===== config.mk =====
export PLATFORM = sky130hd
export DESIGN_NAME = uart_tx
export DESIGN_NICKNAME = d
export VERILOG_FILES = /design/src/rtl/uart_pkg.sv /design/src/rtl/uart_tx_fifo.sv /design/src/rtl/uart_tx.sv
export SDC_FILE = /design/constraint.sdc
export NUM_CORES = 1
export LEC_CHECK = 0
export CORE_AREA = 2 2 84 86
export DETAILED_ROUTE_END_ITERATION = 10
export DIE_AREA = 0 0 86 88
export PLACE_DENSITY = 0.66
export RECOVER_POWER = 100
export SLEW_MARGIN = 20
export SYNTH_ARGS = -nofsm -noshare
export SYNTH_HDL_FRONTEND = slang
export SYNTH_SLANG_ARGS = --single-unit
export TNS_END_PERCENT = 30

===== constraint.sdc =====
create_clock -name clk -period 7.95 [get_ports clk]
set_input_delay 1.1925 -clock clk [delete_from_list [all_inputs] [get_ports clk]]
set_output_delay 1.1925 -clock clk [all_outputs]
set_load 0.005 [all_outputs]

===== src/rtl/uart_pkg.sv =====
// Shared UART definitions. The receiver and the transmitter both use these
// values so that the two ends of a link stay in lockstep.
package uart_pkg;

    localparam int DATA_BITS              = 8;
    localparam int BIT_IDX_W              = $clog2(DATA_BITS);
    localparam int RATE_FREQ_BAUD_DEFAULT = 434;   // 50 MHz / 115200 bps
    localparam int FIFO_DEPTH_DEFAULT     = 4;

    typedef enum logic [1:0] {
        ST_IDLE  = 2'd0,
        ST_START = 2'd1,
        ST_DATA  = 2'd2,
        ST_STOP  = 2'd3
    } tx_state_t;

    // Counter width for a modulo-n counter; never narrower than one bit.
    function automatic int cnt_width(input int n);
        return (n > 1) ? $clog2(n) : 1;
    endfunction

endpackage


===== src/rtl/uart_tx_fifo.sv =====
// Small synchronous write FIFO that sits between the peripheral bus and the
// transmitter. A push that arrives while full is accepted only when a pop
// frees a slot on the same edge; otherwise it is dropped without side effects.
module uart_tx_fifo #(
    parameter int DEPTH = 4,
    parameter int WIDTH = 8
) (
    input  logic             clk,
    input  logic             rst,
    input  logic             push_req,
    input  logic [WIDTH-1:0] wdata,
    input  logic             pop_req,
    output logic [WIDTH-1:0] rdata,
    output logic             empty,
    output logic             full,
    output logic             empty_next
);

    localparam int AW = $clog2(DEPTH);
    localparam logic [AW:0] CNT_ZERO = (AW + 1)'(0);
    localparam logic [AW:0] CNT_FULL = (AW + 1)'(DEPTH);

    logic [WIDTH-1:0] mem_r [DEPTH];
    logic [AW-1:0]    wr_ptr_r;
    logic [AW-1:0]    rd_ptr_r;
    logic [AW:0]      count_r;
    logic [AW:0]      count_next_s;
    logic             push_s;
    logic             pop_s;

    assign empty = (count_r == CNT_ZERO);
    assign full  = (count_r == CNT_FULL);
    assign rdata = mem_r[rd_ptr_r];

    // Qualify the requests and work out the next occupancy.
    always_comb begin
        pop_s        = pop_req & ~empty;
        push_s       = push_req & (~full | pop_s);
        count_next_s = count_r;
        case ({push_s, pop_s})
            2'b10:   count_next_s = count_r + (AW + 1)'(1);
            2'b01:   count_next_s = count_r - (AW + 1)'(1);
            default: count_next_s = count_r;
        endcase
        empty_next = (count_next_s == CNT_ZERO);
    end

    // Storage, pointers and occupancy; pointers wrap modulo DEPTH.
    always_ff @(posedge clk or negedge rst) begin
        if (!rst) begin
            for (int i = 0; i < DEPTH; i++) begin
                mem_r[i] <= '0;
            end
            wr_ptr_r <= '0;
            rd_ptr_r <= '0;
            count_r  <= '0;
        end else begin
            if (push_s) begin
                mem_r[wr_ptr_r] <= wdata;
                wr_ptr_r        <= wr_ptr_r + AW'(1);
            end
            if (pop_s) begin
                rd_ptr_r <= rd_ptr_r + AW'(1);
            end
            count_r <= count_next_s;
        end
    end

endmodule


===== src/rtl/uart_tx.sv =====
// 8N1 UART transmitter, LSB first. Bytes are queued through a small FIFO and
// sent back to back with no idle gap; bit timing matches the receiver.
module uart_tx
    import uart_pkg::*;
#(
    parameter int RATE_FREQ_BAUD = RATE_FREQ_BAUD_DEFAULT,
    parameter int FIFO_DEPTH     = FIFO_DEPTH_DEFAULT
) (
    input  logic                 clk,
    input  logic                 rst,
    input  logic [DATA_BITS-1:0] data_in,
    input  logic                 data_wr,
    output logic                 tx,
    output logic                 full,
    output logic                 busy
);

    localparam int CNT_W = cnt_width(RATE_FREQ_BAUD);
    localparam logic [CNT_W-1:0]     CNT_LAST = CNT_W'(RATE_FREQ_BAUD - 1);
    localparam logic [BIT_IDX_W-1:0] BIT_LAST = BIT_IDX_W'(DATA_BITS - 1);

    tx_state_t              state_r;
    tx_state_t              state_next_s;
    logic [CNT_W-1:0]       baud_cnt_r;
    logic [CNT_W-1:0]       baud_cnt_next_s;
    logic                   baud_expire_s;
    logic [BIT_IDX_W-1:0]   bit_idx_r;
    logic [BIT_IDX_W-1:0]   bit_idx_next_s;
    logic [DATA_BITS-1:0]   shift_r;
    logic [DATA_BITS-1:0]   shift_next_s;
    logic                   tx_r;
    logic                   tx_next_s;
    logic                   busy_r;
    logic                   busy_next_s;
    logic                   pop_s;
    logic [DATA_BITS-1:0]   fifo_head_s;
    logic                   fifo_empty_s;
    logic                   fifo_full_s;
    logic                   fifo_empty_next_s;

    uart_tx_fifo #(
        .DEPTH (FIFO_DEPTH),
        .WIDTH (DATA_BITS)
    ) u_fifo (
        .clk        (clk),
        .rst        (rst),
        .push_req   (data_wr),
        .wdata      (data_in),
        .pop_req    (pop_s),
        .rdata      (fifo_head_s),
        .empty      (fifo_empty_s),
        .full       (fifo_full_s),
        .empty_next (fifo_empty_next_s)
    );

    assign baud_expire_s = (baud_cnt_r == CNT_LAST);
    assign tx            = tx_r;
    assign busy          = busy_r;
    assign full          = fifo_full_s;

    // FSM state register.
    always_ff @(posedge clk or negedge rst) begin
        if (!rst) begin
            state_r <= ST_IDLE;
        end else begin
            state_r <= state_next_s;
        end
    end

    // FSM next-state logic; STOP chains straight into START when data waits.
    always_comb begin
        state_next_s = state_r;
        case (state_r)
            ST_IDLE: begin
                if (!fifo_empty_s) begin
                    state_next_s = ST_START;
                end else begin
                    state_next_s = ST_IDLE;
                end
            end
            ST_START: begin
                if (baud_expire_s) begin
                    state_next_s = ST_DATA;
                end else begin
                    state_next_s = ST_START;
                end
            end
            ST_DATA: begin
                if (baud_expire_s && (bit_idx_r == BIT_LAST)) begin
                    state_next_s = ST_STOP;
                end else begin
                    state_next_s = ST_DATA;
                end
            end
            ST_STOP: begin
                if (!baud_expire_s) begin
                    state_next_s = ST_STOP;
                end else if (!fifo_empty_s) begin
                    state_next_s = ST_START;
                end else begin
                    state_next_s = ST_IDLE;
                end
            end
            default: state_next_s = ST_IDLE;
        endcase
    end

    // FSM outputs: pop request, datapath next values and the next line level.
    always_comb begin
        pop_s           = 1'b0;
        baud_cnt_next_s = '0;
        bit_idx_next_s  = '0;
        shift_next_s    = shift_r;
        tx_next_s       = 1'b1;
        busy_next_s     = 1'b0;

        case (state_r)
            ST_IDLE: pop_s = ~fifo_empty_s;
            ST_STOP: pop_s = baud_expire_s & ~fifo_empty_s;
            default: pop_s = 1'b0;
        endcase

        // The counter is parked at zero in IDLE, so a pop always starts a full bit.
        if (state_r == ST_IDLE) begin
            baud_cnt_next_s = '0;
        end else if (baud_expire_s) begin
            baud_cnt_next_s = '0;
        end else begin
            baud_cnt_next_s = baud_cnt_r + CNT_W'(1);
        end

        if (state_r != ST_DATA) begin
            bit_idx_next_s = '0;
        end else if (baud_expire_s) begin
            bit_idx_next_s = bit_idx_r + BIT_IDX_W'(1);
        end else begin
            bit_idx_next_s = bit_idx_r;
        end

        if (pop_s) begin
            shift_next_s = fifo_head_s;
        end else if ((state_r == ST_DATA) && baud_expire_s) begin
            shift_next_s = {1'b0, shift_r[DATA_BITS-1:1]};
        end else begin
            shift_next_s = shift_r;
        end

        // The line level is chosen from the next state so tx stays a flop output.
        case (state_next_s)
            ST_IDLE:  tx_next_s = 1'b1;
            ST_START: tx_next_s = 1'b0;
            ST_DATA:  tx_next_s = shift_next_s[0];
            ST_STOP:  tx_next_s = 1'b1;
            default:  tx_next_s = 1'b1;
        endcase

        busy_next_s = (state_next_s != ST_IDLE) | ~fifo_empty_next_s;
    end

    // Datapath and output registers.
    always_ff @(posedge clk or negedge rst) begin
        if (!rst) begin
            baud_cnt_r <= '0;
            bit_idx_r  <= '0;
            shift_r    <= '0;
            tx_r       <= 1'b1;
            busy_r     <= 1'b0;
        end else begin
            baud_cnt_r <= baud_cnt_next_s;
            bit_idx_r  <= bit_idx_next_s;
            shift_r    <= shift_next_s;
            tx_r       <= tx_next_s;
            busy_r     <= busy_next_s;
        end
    end

endmodule


# Word level (Yosys, flattened, before mapping)

Index checks and enable logic that the tools add are counted.

Output and inout port bits: 3
Register bits: 63
Input bits: 11
Word-level logic and storage cells: 76

Bitwise logic cells: 10
Add/sub/neg operators: 6
Magnitude comparators: 3
Muxes and demuxes: 20
Reduce and logical (&&, ||, !) cells: 11
Eq/ne operators: 12

Operators by type and width:

| operator              | count |
|---|---|
| $mux W8               | 5 |
| $bwmux W32            | 1 |
| $mux W9               | 2 |
| $bmux W8 S2           | 1 |
| $demux W8 S2          | 1 |
| $eq A2 B2 Y1 const B  | 5 |
| $add A9 B1 Y9 const B | 1 |
| $eq A9 B9 Y1 const B  | 1 |
| $pmux W2 S4           | 1 |
| $add A3 B1 Y3 const B | 2 |
| $eq A2 B1 Y1 const B  | 3 |
| $eq A3 B3 Y1 const B  | 2 |
| $ge A3 B3 Y1 const B  | 2 |
| $logic_not A3 Y1      | 2 |
| $mux W3               | 2 |
| $not A2 Y3            | 2 |
| $pmux W3 S2           | 1 |
| $reduce_bool A2 Y1    | 3 |
| $add A2 B1 Y2 const B | 2 |
| $logic_not A2 Y1      | 2 |
| $mux W2               | 2 |
| $and A1 B1 Y1         | 3 |
| $logic_and A1 B1 Y1   | 3 |
| $lt A3 B1 Y1 const B  | 1 |
| 8 further kinds       | 12 |

# Longest topological paths before layout

Word-level depth: 12
Depth in mapped cells: 13

# By module

Synthesis repeated with hierarchy kept, for this count alone.

Cell total of the unflattened synthesis: 242
Area total of the unflattened synthesis: 3133.0 um2

By module, submodules not included:

| module       | seq. area each (um2) | area each (um2) | cells an instance | times used |
|---|---|---|---|---|
| uart_tx_fifo | 975.9                | 1814.2          | 117               | 1 |
| uart_tx      | 601.8                | 1318.8          | 125               | 1 |

# Least setup slack after synthesis

No wires, ideal clock.

Kind: input-to-reg
Start: input port data_wr
End: register busy_r (netlist: busy)
Arrival time: 3.283 ns
Required time: 7.804 ns
Cell stages on the path: 9
Path slack: 4.521 ns
Cell sequence: a21boi_4 and2_2 inv_1 ha_1 fa_1 xnor2_1 nor2_1 xor2_1 or4b_2

Longest elaborated chain between the ends: 6
Elaborated cells on any way between the ends: 7
Classes of those cells: eq/ne: 2; mux: 1; bitwise: 3; reduce/logical: 1

RTL lines:

| item                                         | line               | text |
|---|---|---|
| start, declared                              | uart_tx.sv:12      | `input logic data_wr,` |
| $and A1 B1 Y1 *                              | uart_tx_fifo.sv:38 | `push_s = push_req & (~full \| pop_s);` |
| $eq A2 B1 Y1 or $eq A2 B2 Y1 (tied branches) | uart_tx_fifo.sv:40 | `case ({push_s, pop_s})` |
| $pmux W3 S2 *                                | uart_tx_fifo.sv:40 |  |
| named net u_fifo.count_next_s[2]             | uart_tx_fifo.sv:27 | `logic [AW:0] count_next_s;` |
| $logic_not A3 Y1 *                           | uart_tx_fifo.sv:45 | `empty_next = (count_next_s == CNT_ZERO);` |
| $not A1 Y1 *                                 | uart_tx.sv:157     | `busy_next_s = (state_next_s != ST_IDLE) \| ~fifo_empty_next_s;` |
| $or A1 B1 Y1 *                               | uart_tx.sv:157     |  |
| named net busy_next_s                        | uart_tx.sv:34      | `logic busy_next_s;` |
| end signal, assigned                         | uart_tx.sv:173     | `busy_r <= busy_next_s;` |
| end, declared                                | uart_tx.sv:33      | `logic busy_r;` |

Mark *: on every way through the listed nets, which the timed path passes. The rest lies on a longest branch.
A chain may end at the register's enable or synchronous reset.

# Worst setup path in the final report

Start: register baud_cnt_r[1]
End: register busy_r (netlist: busy)

Longest elaborated chain between the ends: 11
Elaborated cells on any way between the ends: 18
Classes of those cells: eq/ne: 3; mux: 6; bitwise: 6; reduce/logical: 3

RTL lines:

| item                                         | line               | text |
|---|---|---|
| start, declared                              | uart_tx.sv:24      | `logic [CNT_W-1:0] baud_cnt_r;` |
| start signal, assigned                       | uart_tx.sv:169     | `baud_cnt_r <= baud_cnt_next_s;` |
| $eq A9 B9 Y1 *                               | uart_tx.sv:56      | `assign baud_expire_s = (baud_cnt_r == CNT_LAST);` |
| $and A1 B1 Y1 *                              | uart_tx.sv:119     | `ST_STOP: pop_s = baud_expire_s & ~fifo_empty_s;` |
| $pmux W1 S2 *                                | uart_tx.sv:117     | `case (state_r)` |
| $and A1 B1 Y1 *                              | uart_tx_fifo.sv:37 | `pop_s = pop_req & ~empty;` |
| named net u_fifo.pop_s                       | uart_tx_fifo.sv:29 | `logic pop_s;` |
| $or A1 B1 Y1                                 | uart_tx_fifo.sv:38 |  |
| $and A1 B1 Y1                                | uart_tx_fifo.sv:38 |  |
| $eq A2 B1 Y1 or $eq A2 B2 Y1 (tied branches) | uart_tx_fifo.sv:40 |  |
| $pmux W3 S2 *                                | uart_tx_fifo.sv:40 |  |
| named net u_fifo.count_next_s[1]             | uart_tx_fifo.sv:27 |  |
| $logic_not A3 Y1 *                           | uart_tx_fifo.sv:45 |  |
| $not A1 Y1 *                                 | uart_tx.sv:157     |  |
| $or A1 B1 Y1 *                               | uart_tx.sv:157     |  |
| named net busy_next_s                        | uart_tx.sv:34      |  |

Marked as above.

==> flow_summary.json <==
{
  "outcome": "finished with violations",
  "dr.pass1.iters": 4,
  "skew_ns": 0.00843,
  "die_w_microns": 86,
  "post_synth_main_area_contributors": "dfrtp_1 48%, ha_1 6.5%, mux2_4 6.4%",
  "ys_types": 46,
  "layout_min_cycle_time_ns": 4.84,
  "p_sw_share_pct": 30.1,
  "dieHeight_microns": 88,
  "drt-total-wl_microns": 5560,
  "final_layout_size_suffix_gt1_share_pct": 19.5,
  "seqPwrFrac_pct": 43.8,
  "initial_core_util_pct": 49.1,
  "grt.total_usage_pct": 16.9,
  "drv_cap": 2,
  "rsz0062_at_grt": "no",
  "max_freq_mhz": 207,
  "synth_cells": 236,
  "syn-mean-instance-area_sq_um": 13.8,
  "clock-sinks": 63,
  "antenna_found_initial": 0,
  "setup_tns_ns": 0,
  "clk_pin_slew_ns": 0.07,
  "postCtsSetupBuffers": 0,
  "reg2reg_slack_ns": 3.11,
  "syn_nets": 265,
  "fin_cells": 342,
  "wire_per_inst_microns": 16.3,
  "cts_tree": "done",
  "setup_viol": 0,
  "grt_max_degree": 64,
  "synth_top_area_share_pct": 47.6,
  "cts-htree-levels": 3,
  "hpwl_microns": 3680,
  "viasPerCell": 5.48,
  "combPwrFrac_pct": 29.5,
  "grt_first_pass_wirelength_microns": 9500,
  "holdPathEnd": "u_fifo.mem_r[31]",
  "synth_area_sq_mm": 0.00326,
  "diodes": 0,
  "ys_warn_count": 0,
  "grt_pass1_vias": 1922,
  "synth_edf_count": 0,
  "hold_start": "u_fifo.mem_r[31]",
  "max_slew_margin_pct": -118,
  "fp.dieArea_sq_mm": 0.00757,
  "failed_checks": "max-capacitance violations, max-slew violations",
  "drc": 0,
  "finalMaxSlewViolations": 84,
  "clock_latency_ns": 0.34,
  "cts_resized": 0,
  "reg2reg_from": "baud_cnt_r[1]",
  "hold_viol_final": 0,
  "power.switching_uw": 382,
  "min_path_cells": 1,
  "max-vdd-ir-drop_mv": 0.153,
  "placed_cells": 326,
  "p_leak_uw": 0.00159,
  "start_kind": "flop",
  "syn_to_final_growth_pct": 9.02,
  "max_stage_delay_ns": 1.88,
  "ios": 14,
  "critPathKind": "flop to flop",
  "fin_nets": 286,
  "final_cell_mix": "62 x dfrtp_1, 18 x mux2_2, 17 x ha_1",
  "path_cells": "inv_1 -> ha_1 -> nand4b_1 -> o21ai_0 -> nand2_4 -> inv_1 -> ha_1 -> fa_1 -> mux2_2 -> or4b_2",
  "fin_crit_sh_pct": 60.8,
  "clockBufferDepth": 2,
  "gp_congestion": 0.768,
  "rows": 30,
  "tightest_slew_ns": 3.28,
  "async_flop_share_pct": 100,
  "hold_buffers": 0,
  "vias": 1874,
  "cts_root_buf": "clkbuf_8",
  "worst_path_max_delay_cell": "o21ai_0",
  "port_buffers": 13,
  "hold_class": "flop to flop",
  "hold_slack_ns": 0.492,
  "ys_seq_area_share_pct": 48.4,
  "r2r-end": "busy",
  "cts_buffers": 9,
  "worstSetupEndpointType": "flop",
  "ys_ff_latch": 63,
  "cp.arrival_ns": 5.03,
  "synthFlopType": "dfrtp_1",
  "drt_iter0_drc": 64,
  "final_common_cell": "dfrtp_1",
  "design.core.area_sq_mm": 0.00664,
  "grt_overflow_total": 0,
  "crit_required_ns": 8.15,
  "crit_path_max_fanout": 19,
  "powerDensity_mw_per_mm2": 357,
  "reg2regPathDepth": 10,
  "p_int_uw": 889,
  "postRouteAntennaNets": 0,
  "clkPwrFrac_pct": 26.7,
  "synth_top_cell_by_area": "dfrtp_1"
}
[per-layer routing]
layer / share of wire [%] / GRT usage (%)
met5: 0 / 0
met4: 2.1 / 9.09
met3: 2.7 / 3.39
met2: 47 / 25.8
met1: 48 / 22.7
[state kept, by name (all words and copies together), names as in the netlist]
signal           count
bit_idx_r            3
u_fifo.wr_ptr_r      2
baud_cnt_r           9
u_fifo.mem_r        32
busy                 1
state_r              2
u_fifo.count_r       3
u_fifo.rd_ptr_r      2
tx                   1
shift_r              8
[worst max path at each step]
stage,depth (start not counted),slack [ns],endpoint,startpoint
2_1_floorplan,9,4.52,busy,data_wr
3_3_place_gp,10,3.94,busy,data_wr
3_5_place_dp,10,3.88,busy,data_wr
4_1_cts,10,4.20,busy,state_r[0]
5_1_grt,10,2.63,busy,baud_cnt_r[1]
6_report,10,3.11,busy,baud_cnt_r[1]
[final cells by class]
class	count	area, sq um
well taps	80	100
clock inverters	6	108
multi-input cells	156	1450
repair buffers	14	129
inverters	13	48.8
fillers	585	3090
flip-flops and latches	63	1580
clock buffers	10	138
[metrics by stage]
step / instance area [sq um] / worst slack [ns] / util [%] / power, uW
after floorplan: 3260 / 4.52 / - / 915
after global placement: 3470 / 3.94 / 52.2 / 1000
after detailed placement: 3470 / 3.88 / 52.2 / 1020
after CTS: 3710 / 4.20 / 55.9 / 1360
after global routing: 3550 / 2.63 / 53.5 / 1360
final: 3550 / 3.11 / 53.5 / 1270
[power groups by stage]
| stage | registers [uW] | clock network (uW) | logic, uW |
|---|---|---|---|
| floorplan | 523 | 0 | 391 |
| global placement | 564 | 0 | 440 |
| detailed placement | 568 | 0 | 449 |
| CTS | 564 | 346 | 451 |
| global route | 578 | 362 | 418 |
| finish | 557 | 339 | 374 |
[logic make-up (layout without fill, tap and decap cells)]
family / Yosys count / in the layout / share of synthesized area (%)
mux: 52 / 52 / 21.9
compound gates: 25 / 25 / 5.76
xor+xnor: 12 / 12 / 3.22
simple gates: 49 / 49 / 11.3
buf+inv: 17 / 43 / 2.26
flops: 63 / 63 / 48.4
fa+ha+maj: 18 / 18 / 7.14
[cells in the mapped netlist, types with 2 or more instances]
cell and n:
ha_1 17, xor2_1 2, mux2_4 14, mux4_2 8, mux2i_1 11, buf_2 2
o21ai_0 10, nand2_1 3, mux2_2 18, dfrtp_1 62, xnor2_1 10, nand3_1 12
inv_1 12, nor2_1 14, or3_1 2, nand3_4 4, a21oi_1 6
[critical path: cells and delay by family (launching register included)]
kind,cells,cell delay [ns]
AO/OA/AOI/OAI,1,1.88
adder cells (fa/ha/maj),3,0.83
buffers and inverters,2,0.39
flip-flops,1,0.41
multiplexers,1,0.27
AND/OR/NAND/NOR,3,0.91
Note: power is estimated with default switching activity, not from simulation.
==> patch: new RTL, same settings <==
Make the reset (`rst`) synchronous in 3 clocked blocks.
--- a/src/rtl/uart_tx_fifo.sv
+++ b/src/rtl/uart_tx_fifo.sv
@@ -48,3 +48,3 @@
     // Storage, pointers and occupancy; pointers wrap modulo DEPTH.
-    always_ff @(posedge clk or negedge rst) begin
+    always_ff @(posedge clk) begin
         if (!rst) begin
--- a/src/rtl/uart_tx.sv
+++ b/src/rtl/uart_tx.sv
@@ -61,3 +61,3 @@
     // FSM state register.
-    always_ff @(posedge clk or negedge rst) begin
+    always_ff @(posedge clk) begin
         if (!rst) begin
@@ -160,3 +160,3 @@
     // Datapath and output registers.
-    always_ff @(posedge clk or negedge rst) begin
+    always_ff @(posedge clk) begin
         if (!rst) begin
Check against the original RTL: differs if rst is asserted again (counterexample within 4 cycles, from zero or initial values and one cycle with rst low); with rst held inactive, the same outputs for 10 cycles.
==> patch against the unedited design <==
Cell area decreased by 0.46%; highest routed layer unchanged; setup slack improved by 1.3 ns; critical path depth decreased by 6; total power decreased by 17%; combinational power decreased by 21%; critical path type is now in -> reg; routed wire length increased by 5.4%; sequential cell count increased by 2; area after synthesis decreased by 2.9%.
==> patch: results (changes against the unedited design) <==
{| class="wikitable"
! Metric !! Value
|-
| Run status || completed (was finished with violations)
|-
| Maximum root-to-sink buffer count || 2 (unchanged)
|-
| Max Fanout on Critical Path || 19 (unchanged)
|-
| Leakage power || 1.26 nW (was 1.59 nW)
|-
| Detailed-routing iteration count for the pre-antenna-repair pass || 4 (unchanged)
|-
| Warnings, synthesis || 0 (unchanged)
|-
| Worst Clk Skew || 0.00910 ns (was 0.00843 ns)
|-
| CP max stage cell || nor3_1 (was o21ai_0)
|-
| Placer congestion estimate || 0.797 (was 0.768)
|-
| Number of nets in the layout || 325 (was 286)
|-
| Post-Syn Nets || 307 (was 265)
|-
| Largest stage delay, worst path || 0.94 ns (was 1.88 ns)
|-
| Leading cell types by total area after synthesis || edfxtp_1 30%, dfxtp_1 21%, and2_1 6.7% (was dfrtp_1 48%, ha_1 6.5%, mux2_4 6.4%)
|-
| Fraction of layout instances using a drive strength above 1 || 0.0980 (was 0.195)
|-
| First-pass GRT wire length || 9.93 mm (was 9.50 mm)
|-
| Number of post-CTS setup repair buffers || 0 (unchanged)
|-
| Number of gates resized after CTS || 0 (unchanged)
|-
| Total wire length || 5.86 mm (was 5.56 mm)
|-
| Clock root buffer || clkbuf_8 (unchanged)
|-
| Regs by FF count || u_fifo.mem_r: 32 flops, baud_cnt_r: 9 flops, shift_r: 8 flops (unchanged)
|-
| Worst path top cell family by delay || buffers and inverters (was compound AO/OA/AOI/OAI gates)
|-
| First-iteration detailed-routing DRC count || 156 (was 64)
|-
| Mean number of vias per cell || 5.30 (was 5.48)
|-
| Yosys cell types || 49 (was 46)
|-
| # H-tree levels || 3 (unchanged)
|-
| Arrival time of the worst setup path || 3.80 ns (was 5.03 ns)
|-
| Number of synthesized flops with an enable pin || 32 (was 0)
|-
| Post-synth ARST share || 0 (was 1.00)
|-
| Global Route Usage Sum || 0.177 (was 0.169)
|-
| Initial antenna violation count || 0 (unchanged)
|-
| Number of buffers inserted during clock tree synthesis || 9 (unchanged)
|-
| Count of fill cells added during filler insertion || 585 (unchanged)
|-
| Largest net degree at the start of global routing || 20 (was 64)
|-
| Ant. Diodes || 0 (unchanged)
|-
| Clock-pin slew reported for the worst setup and hold paths after clock tree synthesis || 0.08 ns
|-
| Maximum vdd drop || 0.158 mV (was 0.153 mV)
|-
| Transition time at the pin with the least slew margin || 1.15 ns (was 3.28 ns)
|-
| Portion of the post-synthesis area used by sequential elements || 0.512 (was 0.484)
|-
| Number of global-route vias before repair || 2,027 (was 1,922)
|-
| Top post-synthesis cells by count || 34 x and2_1, 33 x dfxtp_1, 32 x edfxtp_1 (was 62 x dfrtp_1, 18 x mux2_2, 17 x ha_1)
|-
| # port buffers || 13 (unchanged)
|-
| Hold WC Path Type || reg -> reg (unchanged)
|-
| Skew-Pair Late Insertion Delay || 0.36 ns (was 0.34 ns)
|-
| Synth Flop Type || dfxtp_1 (was dfrtp_1)
|-
| Estimated wirelength of the detail-placed design || 4.06 mm (was 3.68 mm)
|}
==> patch: per-layer routing <==
layer | vias to the layer above | GRT usage | share of wire
li1 | 1039 | - | -
met1 | 962 | 0.214 | 0.45
met2 | 33 | 0.297 | 0.49
met3 | 11 | 0.0490 | 0.033
met4 | 0 | 0.0779 | 0.022
met5 | - | 0 | 0
==> patch: power breakdown <==
part | internal [W] | switching (W) | total, W
clock | 0.000151 | 0.000148 | 0.000299
sequential | 0.000411 | 0.0000440 | 0.000455
combinational | 0.000134 | 0.000161 | 0.000295
==> patch: logic make-up after synthesis <==
kind of cell	Yosys count	share of synthesized area
DFF	65	0.512
muxes	15	0.0794
xor gates and xnor gates	11	0.0304
AOI/OAI and AO/OA	30	0.0695
and+or+nand+nor	127	0.226
buffers and inverters	22	0.0292
adders and majority gates	13	0.0537
==> patch: stage by stage <==
step | util | setup slack, ns | power (W) | area, um^2 | std cells
after floorplan | - | 5.03 | 0.000693 | 3170 | 283
after global placement | 0.508 | 4.34 | 0.000763 | 3380 | 370
after detailed placement | 0.508 | 4.32 | 0.000768 | 3380 | 370
after CTS | 0.540 | 4.69 | 0.00107 | 3580 | 386
after global routing | 0.533 | 4.14 | 0.00112 | 3540 | 386
final | 0.533 | 4.37 | 0.00105 | 3540 | 386
==> patch: layout make-up <==
cell class	instances	share of cell area
Clock buffer	9	0.0350
Sequential cell	65	0.458
Multi-Input combinational cell	196	0.401
Clock inverter	7	0.0240
Inverter	13	0.0138
Timing Repair Buffer	16	0.0400
Tap cell	80	0.0283
==> patch: worst paths after layout <==
kind | cells after the start | end | slack (ns) | start
setup / recovery | 4 | u_fifo.mem_r[2][1] | 4.37 | rst
hold / removal | 1 | baud_cnt_r[0] | 0.47 | baud_cnt_r[0]
setup reg to reg | 12 | busy | 5.09 | state_r[0]
hold reg to reg | 1 | baud_cnt_r[0] | 0.47 | baud_cnt_r[0]
==> patch: worst register-to-register path: cells and delay by family (launching register included) <==
family,cells,cell delay (ns)
compound gates,3,0.64
fa+ha+maj,2,0.73
buf+inv,1,0.10
flops,1,0.37
simple gates,6,0.91
